===== src/rtl/cordic_host_pkg.sv =====
// Shared constants for the CORDIC chip host driver: pin map and state encoding.
package cordic_host_pkg;

    localparam int PIN_W    = 12;
    localparam int OPND_LSB = 0;
    localparam int OPND_W   = 10;
    localparam int MODE_TGL = 10;
    localparam int OUT_TGL  = 11;
    localparam int VAL_W    = 11;
    localparam int DONE_BIT = 11;

    // State encoding, kept as plain constants for legacy tool flows.
    typedef logic [2:0] state_t;
    localparam state_t ST_IDLE      = 3'd0;
    localparam state_t ST_MODE      = 3'd1;
    localparam state_t ST_SETTLE    = 3'd2;
    localparam state_t ST_WAIT_DONE = 3'd3;
    localparam state_t ST_TOG       = 3'd4;
    localparam state_t ST_GAP       = 3'd5;
    localparam state_t ST_RESTORE   = 3'd6;
    localparam state_t ST_RESP      = 3'd7;

    function automatic int max3(input int a, input int b, input int c);
        int m;
        m = (a > b) ? a : b;
        return (m > c) ? m : c;
    endfunction

endpackage


===== src/rtl/cordic_host_timer.sv =====
// Loadable down-counter with a zero flag; shared by the settle, gap and timeout phases.
module cordic_host_timer #(
    parameter int W = 10
) (
    input  logic         clock,
    input  logic         reset_n,
    input  logic         load_i,
    input  logic [W-1:0] load_val_i,
    input  logic         dec_i,
    output logic         zero_o
);

    logic [W-1:0] count_q;

    // NOTE: clocked state uses non-blocking assignments so every register sees pre-edge values.
    always_ff @(posedge clock) begin
        if (!reset_n) begin
            count_q <= '0;
        end else if (load_i) begin
            count_q <= load_val_i;
        end else if (dec_i && (count_q != '0)) begin
            count_q <= count_q - W'(1);
        end
    end

    assign zero_o = (count_q == '0);

endmodule


===== src/rtl/cordic_host_driver.sv =====
// Host-side master for the CORDIC chip pin interface: request in, pin sequencing,
// two-word capture, response out.
module cordic_host_driver
    import cordic_host_pkg::*;
#(
    parameter int SETTLE_CYCLES = 4,
    parameter int TOGGLE_GAP    = 2,
    parameter int TIMEOUT       = 1023
) (
    input  logic               clock,
    input  logic               reset_n,
    input  logic               req_valid,
    output logic               req_ready,
    input  logic [OPND_W-1:0]  req_angle,
    input  logic               req_mode,
    output logic               rsp_valid,
    input  logic               rsp_ready,
    output logic [VAL_W-1:0]   rsp_val0,
    output logic [VAL_W-1:0]   rsp_val1,
    output logic               rsp_timeout,
    output logic [PIN_W-1:0]   chip_in,
    input  logic [PIN_W-1:0]   chip_out
);

    localparam int CNT_MAX = max3(SETTLE_CYCLES, TOGGLE_GAP, TIMEOUT);
    localparam int CNT_W   = $clog2(CNT_MAX + 1);

    state_t              state_q, state_d;
    logic [OPND_W-1:0]   opnd_q, opnd_d;
    logic                mode_tgl_q, mode_tgl_d;
    logic                out_tgl_q, out_tgl_d;
    logic                mode_mirror_q, mode_mirror_d;
    logic [VAL_W-1:0]    rsp_val0_q, rsp_val0_d;
    logic [VAL_W-1:0]    rsp_val1_q, rsp_val1_d;
    logic                rsp_timeout_q, rsp_timeout_d;
    logic [VAL_W-1:0]    val_q;
    logic                done_q;

    logic                tmr_load;
    logic [CNT_W-1:0]    tmr_load_val;
    logic                tmr_dec;
    logic                tmr_zero;

    cordic_host_timer #(
        .W (CNT_W)
    ) u_timer (
        .clock      (clock),
        .reset_n    (reset_n),
        .load_i     (tmr_load),
        .load_val_i (tmr_load_val),
        .dec_i      (tmr_dec),
        .zero_o     (tmr_zero)
    );

    // Pin-side toggles are decided one state early so they appear registered in their own state.
    always_comb begin
        // NOTE: every next-state signal gets a default here, so no latch is inferred.
        state_d       = state_q;
        opnd_d        = opnd_q;
        mode_tgl_d    = 1'b0;
        out_tgl_d     = 1'b0;
        mode_mirror_d = mode_mirror_q;
        rsp_val0_d    = rsp_val0_q;
        rsp_val1_d    = rsp_val1_q;
        rsp_timeout_d = rsp_timeout_q;
        tmr_load      = 1'b0;
        tmr_load_val  = '0;
        tmr_dec       = 1'b0;

        case (state_q)
            ST_IDLE: begin
                if (req_valid) begin
                    opnd_d        = req_angle;
                    rsp_val0_d    = '0;
                    rsp_val1_d    = '0;
                    rsp_timeout_d = 1'b0;
                    if (req_mode != mode_mirror_q) begin
                        mode_tgl_d    = 1'b1;
                        mode_mirror_d = ~mode_mirror_q;
                    end
                    state_d = ST_MODE;
                end
            end
            ST_MODE: begin
                tmr_load     = 1'b1;
                tmr_load_val = CNT_W'(SETTLE_CYCLES - 1);
                state_d      = ST_SETTLE;
            end
            ST_SETTLE: begin
                if (tmr_zero) begin
                    tmr_load     = 1'b1;
                    tmr_load_val = CNT_W'(TIMEOUT - 1);
                    state_d      = ST_WAIT_DONE;
                end else begin
                    tmr_dec = 1'b1;
                end
            end
            ST_WAIT_DONE: begin
                if (done_q) begin
                    rsp_val0_d = val_q;
                    out_tgl_d  = 1'b1;
                    state_d    = ST_TOG;
                end else if (tmr_zero) begin
                    rsp_timeout_d = 1'b1;
                    rsp_val0_d    = '0;
                    rsp_val1_d    = '0;
                    state_d       = ST_RESP;
                end else begin
                    tmr_dec = 1'b1;
                end
            end
            ST_TOG: begin
                tmr_load     = 1'b1;
                tmr_load_val = CNT_W'(TOGGLE_GAP - 1);
                state_d      = ST_GAP;
            end
            ST_GAP: begin
                if (tmr_zero) begin
                    rsp_val1_d = val_q;
                    out_tgl_d  = 1'b1;
                    state_d    = ST_RESTORE;
                end else begin
                    tmr_dec = 1'b1;
                end
            end
            ST_RESTORE: begin
                state_d = ST_RESP;
            end
            ST_RESP: begin
                if (rsp_ready) begin
                    state_d = ST_IDLE;
                end
            end
            default: begin
                state_d = ST_IDLE;
            end
        endcase
    end

    always_ff @(posedge clock) begin
        if (!reset_n) begin
            state_q       <= ST_IDLE;
            opnd_q        <= '0;
            mode_tgl_q    <= 1'b0;
            out_tgl_q     <= 1'b0;
            mode_mirror_q <= 1'b0;
            rsp_val0_q    <= '0;
            rsp_val1_q    <= '0;
            rsp_timeout_q <= 1'b0;
            val_q         <= '0;
            done_q        <= 1'b0;
        end else begin
            state_q       <= state_d;
            opnd_q        <= opnd_d;
            mode_tgl_q    <= mode_tgl_d;
            out_tgl_q     <= out_tgl_d;
            mode_mirror_q <= mode_mirror_d;
            rsp_val0_q    <= rsp_val0_d;
            rsp_val1_q    <= rsp_val1_d;
            rsp_timeout_q <= rsp_timeout_d;
            val_q         <= chip_out[VAL_W-1:0];
            done_q        <= chip_out[DONE_BIT];
        end
    end

    assign req_ready   = (state_q == ST_IDLE);
    assign rsp_valid   = (state_q == ST_RESP);
    assign rsp_val0    = rsp_val0_q;
    assign rsp_val1    = rsp_val1_q;
    assign rsp_timeout = rsp_timeout_q;

    assign chip_in[OPND_LSB +: OPND_W] = opnd_q;
    assign chip_in[MODE_TGL]           = mode_tgl_q;
    assign chip_in[OUT_TGL]            = out_tgl_q;

endmodule


===== config.mk =====
export PLATFORM = sky130hd
export DESIGN_NAME = cordic_host_driver
export DESIGN_NICKNAME = d
export VERILOG_FILES = /design/src/rtl/cordic_host_pkg.sv /design/src/rtl/cordic_host_timer.sv /design/src/rtl/cordic_host_driver.sv
export SDC_FILE = /design/constraint.sdc
export NUM_CORES = 1
export LEC_CHECK = 0
export CORE_MARGIN = 2
export CORE_UTILIZATION = 27
export CTS_CLUSTER_DIAMETER = 200
export DETAILED_ROUTE_END_ITERATION = 12
export PLACE_DENSITY_LB_ADDON = 0.25
export SLEW_MARGIN = 10
export SYNTH_ARGS = -nofsm -noshare
export SYNTH_HDL_FRONTEND = slang
export SYNTH_SLANG_ARGS = --single-unit

===== constraint.sdc =====
create_clock -name clock -period 2 [get_ports clock]
set_input_delay 0.2 -clock clock [delete_from_list [all_inputs] [get_ports clock]]
set_output_delay 0.2 -clock clock [all_outputs]
set_load 0.03 [all_outputs]

Word-level counts from Yosys, hierarchy flattened
Index checks and enable logic that the tools add are counted.

cells by class
  $add $sub $neg = 1
  equality and inequality tests = 15
  mux-type cells = 30
  bitwise logic cells = 1
  reduce and logical (&&, ||, !) cells = 16

operators by type and width
  operator                                              count
  two-way mux 11 bit                                    5
  case mux 11 bit (3 select lines)                      1
  two-way mux 10 bit                                    3
  case mux 10 bit (3 select lines)                      1
  case mux 3 bit (8 select lines)                       1
  case mux 11 bit (2 select lines)                      1
  two-way mux 3 bit                                     6
  equality test 3 bit (second input constant)           4
  zero test 10 bit                                      1
  inequality test 2 bit (second input constant)         5
  AND reduction 5 bit                                   2
  nonzero test 10 bit                                   1
  subtractor 10 x 1 -> 10 bit (second input constant)   1
  AND reduction 3 bit                                   3
  two-way mux 1 bit                                     8
  case mux 1 bit (2 select lines)                       4
  equality test 3 x 2 -> 1 bit (second input constant)  2
  AND reduction 4 bit                                   1
  nonzero test 2 bit                                    2
  OR reduction 2 bit                                    2
  equality test 3 x 1 -> 1 bit (second input constant)  1
  zero test 3 bit                                       1
  inequality test 3 bit (second input constant)         1
  nonzero test 3 bit                                    1
  5 further kinds                                       5

word-level totals
  bits in registers = 61
  input port bits = 27
  output and inout bits = 37

Depth between registers and ports, before layout
Gate-level depths: netlist (run 1).

  word-level depth = 7
  mapped depth = 8
  depth with buffers taken out = 7

By module
A second synthesis (run 1) with hierarchy kept.

unflattened totals
  cell total of the unflattened synthesis = 294
  area, all modules = 2652.5 um^2

modules (own cells, without submodules)
  module              times used  cells an instance  area each (um^2)
  cordic_host_driver  1           220                2054.5
  cordic_host_timer   1           74                 598.1

Worst setup path before layout (run 1)
Ideal clock, no wire load.

  path type = register to register
  from = register state_q[0]
  to = register rsp_val0_q[0], in the netlist rsp_val0[0]
  arrival time = 2.007 ns
  slack = -0.124 ns
  cell stages (with the launch flop) = 7
  buffers on the path = 2
  clock period less this slack = 2.124 ns
  cells stage by stage = dfxtp_1 -> buf_2 -> nor3_1 -> nand2_1 -> and3_1 -> buf_6 -> a22o_1

between the ends
  word-level cells in the longest chain between the ends = 3
  elaborated cells on any way between the ends = 7

RTL lines
  what                                                                   RTL line                   source
  start: declaration                                                     cordic_host_driver.sv:28   state_t state_q, state_d;
  start signal: assignment                                               cordic_host_driver.sv:153  state_q <= state_d;
  zero test 3 bit (*)                                                    --
  net req_ready                                                          cordic_host_driver.sv:13   output logic req_ready,
  inequality test 2 bit (no line) or nonzero test 2 bit (tied branches)  --
  AND reduction 3 bit (no line)                                          --
  end signal: assignment                                                 cordic_host_driver.sv:158  rsp_val0_q <= rsp_val0_d;
  end: declaration                                                       cordic_host_driver.sv:33   logic [VAL_W-1:0] rsp_val0_q, rsp_val0_d;

Mark *: on every way through the listed nets, which the timed path passes. The rest lies on a longest branch.
A chain may end at the register's enable or synchronous reset.

Final worst setup path (run 1)
  from = register u_timer.count_q[0]
  to = register u_timer.count_q[0]

between the ends
  word-level cells in the longest chain between the ends = 6
  elaborated cells on any way between the ends = 12

RTL lines
  what                                                                 RTL line                 source
  start: declaration                                                   cordic_host_timer.sv:13  logic [W-1:0] count_q;
  start signal: assignment                                             cordic_host_timer.sv:20  count_q <= load_val_i;
  start signal: assignment                                             cordic_host_timer.sv:22  count_q <= count_q - W'(1);
  branches (longest 6 deep; another with subtractor 10 x 1 -> 10 bit)  --

Parallel ways; which one is timed is not known. The select of a mux whose other input is x is not followed.

==> results.ini, run 1 <==
[run_status]
status = completed

[worst_setup_path]
path_depth = 7
rr_worst_depth = 7
worstPathRequired_ns = 2.23
cp_cell_sequence = inv_1 > ha_1 > or4b_4 > nor2_2 > a221o_2 > nor2_1 > o31a_1
slowest_delay_ns = 0.52
end_kind = flip-flop
path_buf_inv = 1
crit_arrival_ns = 2.15
cp_max_fo = 5
r2r-start = u_timer.count_q[0]
reg2reg_to = u_timer.count_q[0]
crit_path_top_delay_cell = or4b_4
crit_start = u_timer.count_q[0]
critical_path.top_delay_family = simple AND/OR/NAND/NOR gates
critPathKind = reg -> reg
r2r_setup_slack_ns = 0.08
crit_end = u_timer.count_q[0]
critical_path.startpoint_type = flip-flop

[clock_tree]
cts_tree = yes
cts.sinks = 61
cts_max_path_buffers = 2
cts_setup_buffers = 0
cts.clk_slew.worst_paths_ns = 0.08
cts_inserted_buffers = 9
clk_latency_ns = 0.34
cts-root-buf = clkbuf_8
htreeDepth = 3

[grt]
grt_usage = 0.128
antenna_found_initial = 0
grt_max_degree = 20
grt-ovfl-total = 0
grt_pass1_vias = 2044
grt_pass1_wl_um = 10200

[final_layout]
fin_area_mm2 = 0.00361
fillers = 956
syn_to_final_growth_pct = 40.3
final_core_util = 0.391
fin_nets = 379
antenna_cells = 0
final_layout_size_suffix_gt1_frac = 0.144

[synthesis]
synth_area_leader_cell = dfxtp_1
synthMuxAreaShare = 0.0506
yosysSeqAreaShare = 0.474
async_reset_ff_frac = 0
synth_top_family_by_area = simple AND/OR/NAND/NOR gates
syn_area_mm2 = 0.00257
synth-compound-area-share = 0.168
synth-edff-count = 0
syn_avg_cell_area_um2 = 9.33
yosys_warnings = 0
synthAdderAreaFrac = 0.00972
synthXorXnorAreaFrac = 0.00681
syn_nets = 305
synthCells = 276
synth-simple-area-share = 0.234
synth_area_leaders = dfxtp_1 (47%), nand2_1 (8.0%), mux2i_1 (5.1%)
yosysTopAreaCellShare = 0.474
synth_ff_type = dfxtp_1
ys_ff_latch = 61
synthDistinctLibCells = 51

[placed_design]
portBuffers = 63
placed_area_mm2 = 0.00339
hpwl_um = 4560
gp_congestion = 0.786

[routing]
first_pass_iters = 4
vias = 2192
wl_um = 6410
drc = 0
final_antenna_net_count = 0
post_drt_wl_per_cell_um = 13.2
dr.first_iter.drc_count = 85
drt-vias-per-instance = 4.53

[pwr]
p_seq_frac = 0.346
combPwrFrac = 0.411
switchingPower_mw = 1.75
ir_drop_mv = 0.538
p_per_area_mw_per_mm2 = 1250
total_power_mw = 4.52
clkPwrFrac = 0.243
switching_share = 0.387
p_leak_nw = 1.38
cell_internal_pwr_mw = 2.77

[sta]
setup_viol = 0
max_freq_ghz = 0.521
relSlewSlack = 0.512
fin_hold_ws_ns = 0.417
worst_clock_skew_ns = 0.00931
tightest_slew_ns = 0.727
finalHoldViolations = 0
period_needed_ns = 1.92
finalCritPeriodShare = 0.959
timing.final.max_slew_violations = 0
rsz0062_at_grt = no

[floorplan]
core_area_mm2 = 0.00924
start_util = 0.279
die_x_um = 102
die_area_mm2 = 0.0103
num_io_pins = 64
rows = 35
die_h_um = 102

[run]
maxCapViolations = 0

[hold_path]
min_path_type = in -> reg

-- cell usage in the layout (no fill, tap or decap), types with 2 or more instances in the layout --
master            n
inv_1             6
o21a_1            2
o21ai_1           3
clkdlybuf4s50_1  61
ha_1              2
o21ai_0           2
dfxtp_1          61
o22ai_1           2
mux2i_1          13
a21oi_1           7
o31ai_1           2
dlygate4sd2_1     2
a211oi_1          4
clkinv_4          2
clkbuf_8          9
or4_1             2
nor2_1           13
nor2b_1           3
and3_1            6
nand3_1           5
nand2_1          54
a21boi_0         12
buf_4            16
a22o_1           12
and2_1           14
nor3_1            5
clkinv_2          2
-- state kept, by name (all words and copies together) (netlist names), 3 cells and up --
register / count
opnd_q: 10
rsp_val0: 11
rsp_val1: 11
state_q: 3
u_timer.count_q: 10
val_q: 11
-- cell usage after synthesis, types with 2 or more instances --
cell,number
a21boi_0,12
and2_1,14
o21ai_1,3
dfxtp_1,61
o31ai_1,2
nand3_1,5
nor2b_1,3
o21ai_0,2
and3_1,7
nor2_1,14
mux2i_1,13
buf_6,4
o21a_1,2
a21oi_1,7
nor3_1,6
clkbuf_1,8
o22ai_1,2
ha_1,2
nand2_1,55
or4_1,2
a22o_1,12
inv_1,6
buf_4,3
a211oi_1,4
-- stage by stage --
stage / worst slack [ns] / TNS, ns / std cells
after floorplan: 0.162 / 0 / 276
after global placement: 0.0502 / 0 / 467
after detailed placement: -0.00526 / -0.00526 / 467
after CTS: 0.00296 / 0 / 483
after global routing: 0.00350 / 0 / 484
final: 0.0817 / 0 / 484
-- worst register-to-register path, stage by stage, from the launching register on --
cell and delay, ns:
dfxtp_1 0.34, inv_1 0.09, ha_1 0.16, or4b_4 0.52
nor2_2 0.16, a221o_2 0.23, nor2_1 0.06, o31a_1 0.26
-- routing by layer --
layer | vias up | track usage | share of wire
met1 | 1018 | 0.178 | 0.50
met2 | 57 | 0.183 | 0.45
met3 | 5 | 0.0297 | 0.042
met4 | 0 | 0.0655 | 0.013
met5 | - | 0 | 0
li1 | 1112 | - | -
-- worst min-delay path by stage --
stage                        to    startpoint  slack, ns  cells after the start
CTS                   opnd_q[7]  req_angle[7]       0.40                      3
global route           val_q[3]   chip_out[3]       0.43                      2
global placement    rsp_val1[2]      val_q[2]       0.44                      2
finish                opnd_q[8]  req_angle[8]       0.42                      3
floorplan                done_q  chip_out[11]       0.33                      1
detailed placement  rsp_val1[2]      val_q[2]       0.45                      2
-- area by class of cell --
type / instances / area [um2] / area share
multi-input cells: 192 / 1240 / 0.344
clock inverters: 7 / 73.8 / 0.0204
clock buffers: 9 / 124 / 0.0343
well taps: 129 / 161 / 0.0447
flip-flops and latches: 61 / 1220 / 0.338
inverters: 6 / 22.5 / 0.00623
repair buffers: 80 / 768 / 0.213
-- logic make-up (layout without fill, tap and decap cells) --
logic type               after synthesis  count (layout)
AND/OR/NAND/NOR                      119             119
flip-flops                            61              61
AO/OA/AOI/OAI                         55              56
buffers and inverters                 24             102
multiplexers                          13              13
adder cells (fa/ha/maj)                2               2
XOR/XNOR                               2               2
-- power groups by stage --
| stage | clock (mW) | sequential [mW] | combinational, mW |
|---|---|---|---|
| floorplan | 0 | 1.62 | 1.21 |
| global placement | 0 | 1.58 | 1.77 |
| detailed placement | 0 | 1.58 | 1.77 |
| CTS | 1.14 | 1.56 | 1.77 |
| global route | 1.18 | 1.59 | 2.02 |
| finish | 1.10 | 1.56 | 1.86 |
-- timing repair --
| item | in CTS | in global routing |
|---|---|---|
| pin swaps | 0 | 1 |
| resized for setup | 3 | 5 |
| hold buffers | 0 | 0 |
| endpoints found under the setup margin | 3 | 16 |
| cloned | 0 | 1 |
Power figures use the tool's default switching activity.
==> inputs of run 2 (changes only) <==
CELL_PAD_IN_SITES_DETAIL_PLACEMENT = 2   (was unset)
CELL_PAD_IN_SITES_GLOBAL_PLACEMENT = 2   (was unset)
TNS_END_PERCENT = 1   (was unset)
==> run 2 against run 1 <==
Net effect:
- core utilization grew 1.4 points
- final cell count increased by 2.7%
- sequential power barely moved
- power up 11%
- fmax is 0.73% lower
- flip-flop and latch count is the same
- routed wire length grew 20%
- non-clock buffer count grew 13
- register-to-register slack is essentially flat
- count of clock-buffer cells in the layout up 2
- combinational power is 24% higher
- worst hold slack lost 0.0024 ns
- critical path type unchanged
- largest power group unchanged
==> results.ini, run 2 (synthesis results as in run 1) <==
[run_status]
status = completed  ; unchanged

[routing]
first_pass_iters = 3  ; was 4
wl_um = 7670  ; was 6410 um
dr.first_iter.drc_count = 36  ; was 85
vias = 2287  ; was 2,192
post_drt_wl_per_cell_um = 15.4  ; was 13.2 um
final_antenna_net_count = 0  ; unchanged
drc = 0  ; unchanged
drt-vias-per-instance = 4.60  ; was 4.53

[final_layout]
syn_to_final_growth_pct = 45.4  ; was 40.3%
antenna_cells = 0  ; unchanged
final_common_cell = clkdlybuf4s50_1
final_cell_mix = clkdlybuf4s50_1 (61), dfxtp_1 (60), nand2_1 (54)  ; was dfxtp_1 (61), clkdlybuf4s50_1 (61), nand2_1 (54)
final_layout_size_suffix_gt1_frac = 0.188  ; was 0.144
fin_cells = 497  ; was 484
multi_input_area_mm2 = 0.00127  ; was 0.00124 mm2
final_core_util = 0.405  ; was 0.391
fillers = 1022  ; was 956
fin_area_mm2 = 0.00374  ; was 0.00361 mm2
final-seq-area_mm2 = 0.00122  ; about the same
fin_nets = 392  ; was 379

[sta]
fin_ws_ns = 0.0676  ; was 0.0817 ns
tns_ns = 0  ; unchanged
finalHoldViolations = 0  ; unchanged
fin_hold_ws_ns = 0.415  ; was 0.417 ns
setup_viol = 0  ; unchanged
worst_clock_skew_ns = 0.0125  ; was 0.00931 ns
rsz0062_at_grt = yes  ; was no
relSlewSlack = 0.456  ; was 0.512
finalCritPeriodShare = 0.966  ; was 0.959
period_needed_ns = 1.93  ; was 1.92 ns
max_freq_ghz = 0.517  ; was 0.521 GHz
timing.final.max_slew_violations = 0  ; unchanged
tightest_slew_ns = 0.811  ; was 0.727 ns

[floorplan]
die_x_um = 102  ; unchanged
start_util = 0.279  ; unchanged
core_area_mm2 = 0.00924  ; unchanged
die_h_um = 102  ; unchanged
num_io_pins = 64  ; unchanged
rows = 35  ; unchanged
die_area_mm2 = 0.0103  ; unchanged

[worst_setup_path]
worstPathRequired_ns = 2.22  ; was 2.23 ns
end_kind = flip-flop  ; unchanged
cp_max_fo = 11  ; was 5
crit_arrival_ns = 2.15  ; about the same
critPathKind = reg -> reg  ; unchanged
critical_path.startpoint_type = flip-flop  ; unchanged

[grt]
grt-ovfl-total = 0  ; unchanged
grt_busiest_layer = met2  ; unchanged
grt_usage = 0.154  ; was 0.128
use_met1 = 0.193  ; was 0.178
antenna_found_initial = 0  ; unchanged
grt_pass1_wl_um = 12300  ; was 10,200 um
use_met3 = 0.0359  ; was 0.0297
grt_max_degree = 20  ; unchanged
grt_pass1_vias = 2454  ; was 2,044
use_met2 = 0.263  ; was 0.183

[placed_design]
gp_congestion = 0.707  ; was 0.786
portBuffers = 63  ; unchanged
placed_area_mm2 = 0.00348  ; was 0.00339 mm2
hpwl_um = 5570  ; was 4560 um
dp_cells = 479  ; was 467
pre_cts_ws_ns = -0.0587  ; was -0.00526 ns

[pwr]
total_power_mw = 4.99  ; was 4.52 mW
p_per_area_mw_per_mm2 = 1330  ; was 1250 mW/mm2
p_leak_nw = 1.45  ; was 1.38 nW
ir_drop_mv = 0.492  ; was 0.538 mV

[hold_path]
min_path_type = in -> reg  ; unchanged

[clock_tree]
cts_hold_buffers = 0  ; unchanged
clk_latency_ns = 0.34  ; about the same
cts.clk_slew.worst_paths_ns = 0.07  ; was 0.08 ns
htreeDepth = 3  ; unchanged
cts_inserted_buffers = 9  ; unchanged
cts_max_path_buffers = 2  ; unchanged
cts-root-buf = clkbuf_8  ; unchanged
cts.sinks = 61  ; unchanged
cts_tree = yes  ; unchanged

[run]
maxCapViolations = 0  ; unchanged

[run 2: changes by cell type in the layout (fill, tap and decap cells not counted), sizes merged]
cell	before	now
buf	17	30
clkinv	4	1
clkbuf	9	11
clkinvlp	1	2
[run 2: timing repair]
| item | 4_1_cts | 5_1_grt |
|---|---|---|
| cloned | 0 | 1 |
| pin swaps | 0 | 3 |
| setup buffers | 0 | 1 |
| resized for setup | 6 | 10 |
| setup endpoints to repair | 21 | 21 |
[run 2: worst paths after layout]
check / start / endpoint / slack, ns / cells past startpoint
worst max-delay path: u_timer.count_q[0] / rsp_val1[5] / 0.07 / 7
worst min-delay path: req_angle[4] / opnd_q[4] / 0.41 / 3
worst max register to register: u_timer.count_q[0] / rsp_val1[5] / 0.07 / 7
worst min register to register: val_q[3] / rsp_val1[3] / 0.46 / 2
[run 2: area by class of cell]
cell class,count,share of cell area
Clock inverter,5,0.0157
Multi-Input combinational cell,192,0.339
Tap cell,129,0.0431
Inverter,6,0.00602
Sequential cell,61,0.327
Timing Repair Buffer,93,0.231
Clock buffer,11,0.0378
[run 2: power breakdown]
| group | switching [mW] | total (mW) | leakage [nW] | internal, mW |
|---|---|---|---|---|
| Combinational | 1.24 | 2.31 | 0.851 | 1.07 |
| Clock | 0.514 | 1.13 | 0.0959 | 0.612 |
| Sequential | 0.178 | 1.56 | 0.499 | 1.38 |
| Total | 1.93 | 4.99 | 1.45 | 3.06 |
[run 2: layer usage]
layer  up-vias  share of wire
met5         -              0
met4         0         0.0082
met3         4          0.037
met2        46           0.48
met1      1104           0.47
li1       1133              -
[run 2: critical path, stage by stage (launching register included)]
cell	delay (ns)
dfxtp_1	0.31
inv_1	0.08
ha_2	0.19
or4b_4	0.54
o41ai_4	0.26
o31ai_2	0.14
buf_12	0.18
mux2i_1	0.12
==> inputs of run 3 (changes only) <==
--- a/constraint.sdc
+++ b/constraint.sdc
@@ -3,2 +3,2 @@
 set_output_delay 0.2 -clock clock [all_outputs]
-set_load 0.03 [all_outputs]
+set_load 0.005 [all_outputs]
==> run 3 against run 2 <==
Net effect:
- count of clock-buffer cells in the layout down 2
- die area unchanged
- clock power about the same
- flip-flop and latch count unchanged
- routed wire length up 7.5%
- core utilization up 0.054 points
- first-iteration DRC count up 22%
- final area up 0.13%
- largest cell class unchanged
- largest power group unchanged
==> results.ini, run 3 (synthesis results as in run 1) <==
[run_status]
status = completed  ; unchanged

[clock_tree]
htreeDepth = 3  ; unchanged
cts_tree = yes  ; unchanged
cts.clk_slew.worst_paths_ns = 0.07  ; about the same
clk_latency_ns = 0.34  ; about the same
cts_hold_buffers = 0  ; unchanged
cts_max_path_buffers = 2  ; unchanged
cts-root-buf = clkbuf_8  ; unchanged
cts_inserted_buffers = 9  ; unchanged
cts.sinks = 61  ; unchanged

[placed_design]
gp_congestion = 0.750  ; was 0.707
hpwl_um = 5780  ; was 5570 um
placed_area_mm2 = 0.00344  ; was 0.00348 mm2
portBuffers = 63  ; unchanged

[final_layout]
antenna_cells = 0  ; unchanged
fin_nets = 390  ; was 392
fin_area_mm2 = 0.00375  ; was 0.00374 mm2
final_layout_size_suffix_gt1_frac = 0.189  ; was 0.188
final_common_cell = clkdlybuf4s50_1  ; unchanged
syn_to_final_growth_pct = 45.6  ; was 45.4%
final_core_util = 0.406  ; was 0.405
final_cell_mix = clkdlybuf4s50_1 (63), dfxtp_1 (59), nand2_1 (54)  ; was clkdlybuf4s50_1 (61), dfxtp_1 (60), nand2_1 (54)

[floorplan]
start_util = 0.279  ; unchanged
num_io_pins = 64  ; unchanged
die_h_um = 102  ; unchanged
core_area_mm2 = 0.00924  ; unchanged
die_x_um = 102  ; unchanged
rows = 35  ; unchanged
die_area_mm2 = 0.0103  ; unchanged

[pwr]
p_leak_nw = 1.44  ; was 1.45 nW
switchingPower_mw = 1.90  ; was 1.93 mW
p_seq_frac = 0.319  ; was 0.313
total_power_mw = 4.89  ; was 4.99 mW
switching_share = 0.388  ; was 0.386
ir_drop_mv = 0.518  ; was 0.492 mV
clkPwrFrac = 0.228  ; was 0.226
p_per_area_mw_per_mm2 = 1310  ; was 1330 mW/mm2
combPwrFrac = 0.453  ; was 0.462
cell_internal_pwr_mw = 3.00  ; was 3.06 mW

[worst_setup_path]
worstPathRequired_ns = 2.24  ; was 2.22 ns
end_kind = flip-flop  ; unchanged
r2r_setup_slack_ns = 0.03  ; was 0.07 ns
critPathKind = reg -> reg  ; unchanged
path_buf_inv = 2  ; unchanged
cp_max_fo = 5  ; was 11
critical_path.top_delay_family = compound AO/OA/AOI/OAI gates  ; was simple AND/OR/NAND/NOR gates
reg2reg_to = u_timer.count_q[2]  ; was rsp_val1[5]
slowest_delay_ns = 0.45  ; was 0.54 ns
crit_path_top_delay_cell = a221o_1  ; was or4b_4
crit_arrival_ns = 2.21  ; was 2.15 ns
rr_worst_depth = 7  ; unchanged
cp_cell_sequence = buf_4 > nor4b_4 > nand3_1 > a221o_1 > buf_4 > o21a_1 > o21a_1  ; was inv_1 > ha_2 > or4b_4 > o41ai_4 > o31ai_2 > buf_12 > mux2i_1
r2r-start = u_timer.count_q[2]  ; was u_timer.count_q[0]
critical_path.startpoint_type = flip-flop  ; unchanged

[run]
maxCapViolations = 0  ; unchanged

[sta]
tightest_slew_ns = 0.870  ; was 0.811 ns
timing.final.max_slew_violations = 0  ; unchanged
period_needed_ns = 1.97  ; was 1.93 ns
finalCritPeriodShare = 0.986  ; was 0.966
relSlewSlack = 0.416  ; was 0.456
setup_viol = 0  ; unchanged
finalHoldViolations = 0  ; unchanged
worst_clock_skew_ns = 0.00680  ; was 0.0125 ns
max_freq_ghz = 0.507  ; was 0.517 GHz
rsz0062_at_grt = yes  ; unchanged

[grt]
antenna_found_initial = 0  ; unchanged
grt_pass1_vias = 2444  ; was 2,454
grt_usage = 0.157  ; was 0.154
grt-ovfl-total = 0  ; unchanged
grt_max_degree = 17  ; was 20
grt_pass1_wl_um = 12600  ; was 12,300 um

[hold_path]
hold_path_depth = 3  ; unchanged
min_path_type = in -> reg  ; unchanged
hold_path_end = opnd_q[2]  ; was opnd_q[4]
min_from = req_angle[2]  ; was req_angle[4]

[routing]
post_drt_wl_per_cell_um = 16.7  ; was 15.4 um
drc = 0  ; unchanged
drt-vias-per-instance = 4.78  ; was 4.60
wl_um = 8250  ; was 7670 um
dr.first_iter.drc_count = 44  ; was 36
vias = 2364  ; was 2,287
first_pass_iters = 4  ; was 3
final_antenna_net_count = 0  ; unchanged

-- run 3: cell types whose count changed in the layout (fill, tap and decap cells not counted), moves of 2 or more --
cell	previous run	this run
clkinv_4	0	2
buf_4	29	26
clkdlybuf4s50_1	61	63
dlygate4sd2_1	2	0
-- run 3: how the worst max path moves through the flow --
stage	start	endpoint	slack (ns)	cells after the start
finish	u_timer.count_q[2]	u_timer.count_q[2]	0.03	7
detailed placement	u_timer.count_q[0]	u_timer.count_q[3]	-0.13	7
CTS	u_timer.count_q[0]	u_timer.count_q[3]	-0.01	7
global route	u_timer.count_q[2]	u_timer.count_q[2]	-0.07	7
floorplan	u_timer.count_q[0]	rsp_val0[0]	0.16	8
global placement	u_timer.count_q[0]	u_timer.count_q[0]	-0.002	7
-- run 3: power groups by stage --
stage               registers [mW]  clock network, mW  logic (mW)
floorplan                     1.55                  0        1.18
global placement              1.56                  0        1.90
detailed placement            1.57                  0        1.95
CTS                           1.54               1.15        1.98
global route                  1.59               1.21        2.42
finish                        1.56               1.12        2.22
-- run 3: repair_timing --
item,4_1_cts,5_1_grt
endpoints found under the setup margin,18,32
gates resized for setup,4,16
cloned,0,2
buffers inserted,0,2
pin swaps,0,7
-- run 3: layer usage --
metal  up-vias  routed length [um]  global-route usage
met3         6                 293              0.0366
met5         -                   0                   0
met1      1183                3760               0.197
met2        47                4110               0.266
met4         0                  87              0.0509
li1       1128                   -                   -
-- run 3: cell type report --
class                      count  area (um2)
sequential                    61        1220
timing repair buffer          90         846
clock buffer                   9         124
fill                        1003        5490
clock inverter                 7        73.8
tap                          129         161
multi-input combinational    193        1290
inverter                       6        25.0
-- run 3: metrics by stage --
step	TNS [ns]	worst slack, ns	std cells	hold slack [ns]
floorplan	0	0.162	276	0.327
detailed placement	-1.29	-0.131	475	0.453
CTS	-0.0141	-0.0141	491	0.414
global route	-0.346	-0.0657	495	0.413
finish	0	0.0280	495	0.421
global placement	-0.00352	-0.00194	475	0.444
-- run 3: worst min-delay path: stages --
cell             delay (ns)
clkdlybuf4s50_1        0.40
nand2_1                0.05
a21boi_0               0.06
==> edit, RTL diff (settings of run 2) <==
Put one more register stage on the output `rsp_timeout`, without a reset. The value now appears one clock later. The other outputs are not delayed to match.
--- a/src/rtl/cordic_host_driver.sv
+++ b/src/rtl/cordic_host_driver.sv
@@ -169,3 +169,5 @@
     assign rsp_val1    = rsp_val1_q;
-    assign rsp_timeout = rsp_timeout_q;
+    always_ff @(posedge clock) begin
+        rsp_timeout <= rsp_timeout_q;
+    end
 
Behaviour: same outputs for any inputs over 10 cycles, from zero or initial values and one cycle with reset_n low; that may be too few to reach the edited logic, so the function may still have changed.
==> edit against run 2 <==
Largest power group unchanged; critical path type unchanged; setup slack worse by 0.057 ns; final area shrank 1.5%; sequential share of layout area is 1.0 points higher; first-iteration DRC count increased by 56%; sequential cell count increased by 1; area after synthesis grew 0.78%; power decreased by 5.0%; wire length up 4.1%.
==> edit: results (changes against run 2) <==
| Metric | Value |
|---|---|
| DRT Pass-1 Iters | 4 (+1) |
| Final wirelength | 7990 microns (+4.1%) |
| Vias in the first global route | 2,456 (+0.081%) |
| Global Route Usage Sum | 16.3% (+0.84 points) |
| Hold path start | rsp_timeout_q |
| Status | finished clean |
| Reg2reg setup slack | 0.01 ns (-0.06 ns) |
| Hold WS | 0.352 ns (-0.0633 ns) |
| Fill cell count | 1,069 (+4.6%) |
| Grt met1 use | 20.4% (+1.1 points) |
| Number of nets in the finished design | 389 (-0.77%) |
| Max layer used | met4 |
| Top post-synthesis cells by area | dfxtp_1, nand2_1, mux2i_1, a22o_1, a21boi_0 |
| M1 WL | 3630 microns (-0.33%) |
| Worst min path class | reg -> reg |
| Worst Path Arrival | 2.25 ns (+0.10 ns) |
| CTS Sinks | 62 (+1.6%) |
| Post-Synthesis Net Count | 306 (+0.33%) |
| Share of cells above drive strength 1 | 16.7% (-2.0 points) |
| Met3 usage | 3.08% (-0.51 points) |
| Hold path depth | 0 (-3) |
| Worst hold path endpoint | rsp_timeout |
| Largest net degree at the start of global routing | 16 (-20%) |
| Global-route wire length before repair | 13,000 microns (+5.9%) |
| Seq/Total Area, Yosys | 47.9% (+0.41 points) |
| Routability cong. | 0.738 (+4.4%) |
| Worst R2R Path Depth | 8 (+1) |
| Slew @ Worst Pin | 0.817 ns (+0.00571 ns) |
| IR Drop Worst-Case VDD | 0.525 mV (+6.7%) |
| Commonest cells post-synth | dfxtp_1, nand2_1, and2_1, nor2_1, mux2i_1 |
| Vias after detailed routing | 2,323 (+1.6%) |
| Post-DP HPWL | 5890 microns (+5.7%) |
==> edit: cell type report <==
class	count	area, sq um	area share [%]
sequential	62	1240	33.7
multi-input combinational	191	1230	33.3
timing repair buffer	90	843	22.9
tap	129	161	4.38
clock buffer	10	128	3.46
clock inverter	6	62.6	1.70
inverter	6	22.5	0.611
==> edit: how the worst max path moves through the flow <==
stage	from	slack (ns)	end
global placement	u_timer.count_q[0]	0.02	rsp_val0[5]
detailed placement	u_timer.count_q[1]	-0.03	rsp_val0[1]
global route	u_timer.count_q[0]	-0.08	rsp_val0[1]
floorplan	u_timer.count_q[0]	0.16	rsp_val0[0]
CTS	u_timer.count_q[1]	-0.007	rsp_val1[0]
finish	u_timer.count_q[0]	0.01	rsp_val1[0]
==> edit: cells by family after synthesis <==
family	share of synthesized area, %
compound gates	16.7
simple gates	23.3
buf+inv	5.55
fa+ha+maj	0.965
xor+xnor	0.675
flops	47.9
mux	5.02
==> edit: power breakdown <==
group          switching [mW]  total (mW)  internal [mW]
logic                    1.13        2.08          0.949
clock network           0.509        1.08          0.571
registers               0.179        1.58           1.40
==> edit: through the flow <==
step                cells  setup slack [ns]
floorplan             277             0.162
finish                494            0.0108
detailed placement    478           -0.0283
global placement      478            0.0207
CTS                   494          -0.00728
global route          494           -0.0751
==> edit: worst max-delay path, stage by stage, from the launching register on <==
cell     delay [ns]
dfxtp_1        0.31
inv_1          0.08
ha_1           0.16
or4b_4         0.48
buf_4          0.16
o41ai_4        0.21
o31ai_2        0.14
buf_12         0.17
mux2i_2        0.18
==> edit: timing repair <==
| item | 4_1_cts | 5_1_grt |
|---|---|---|
| buffers inserted | 0 | 0 |
| setup endpoints to repair | 15 | 23 |
| hold buffers | 0 | 0 |
| gates resized for setup | 5 | 2 |
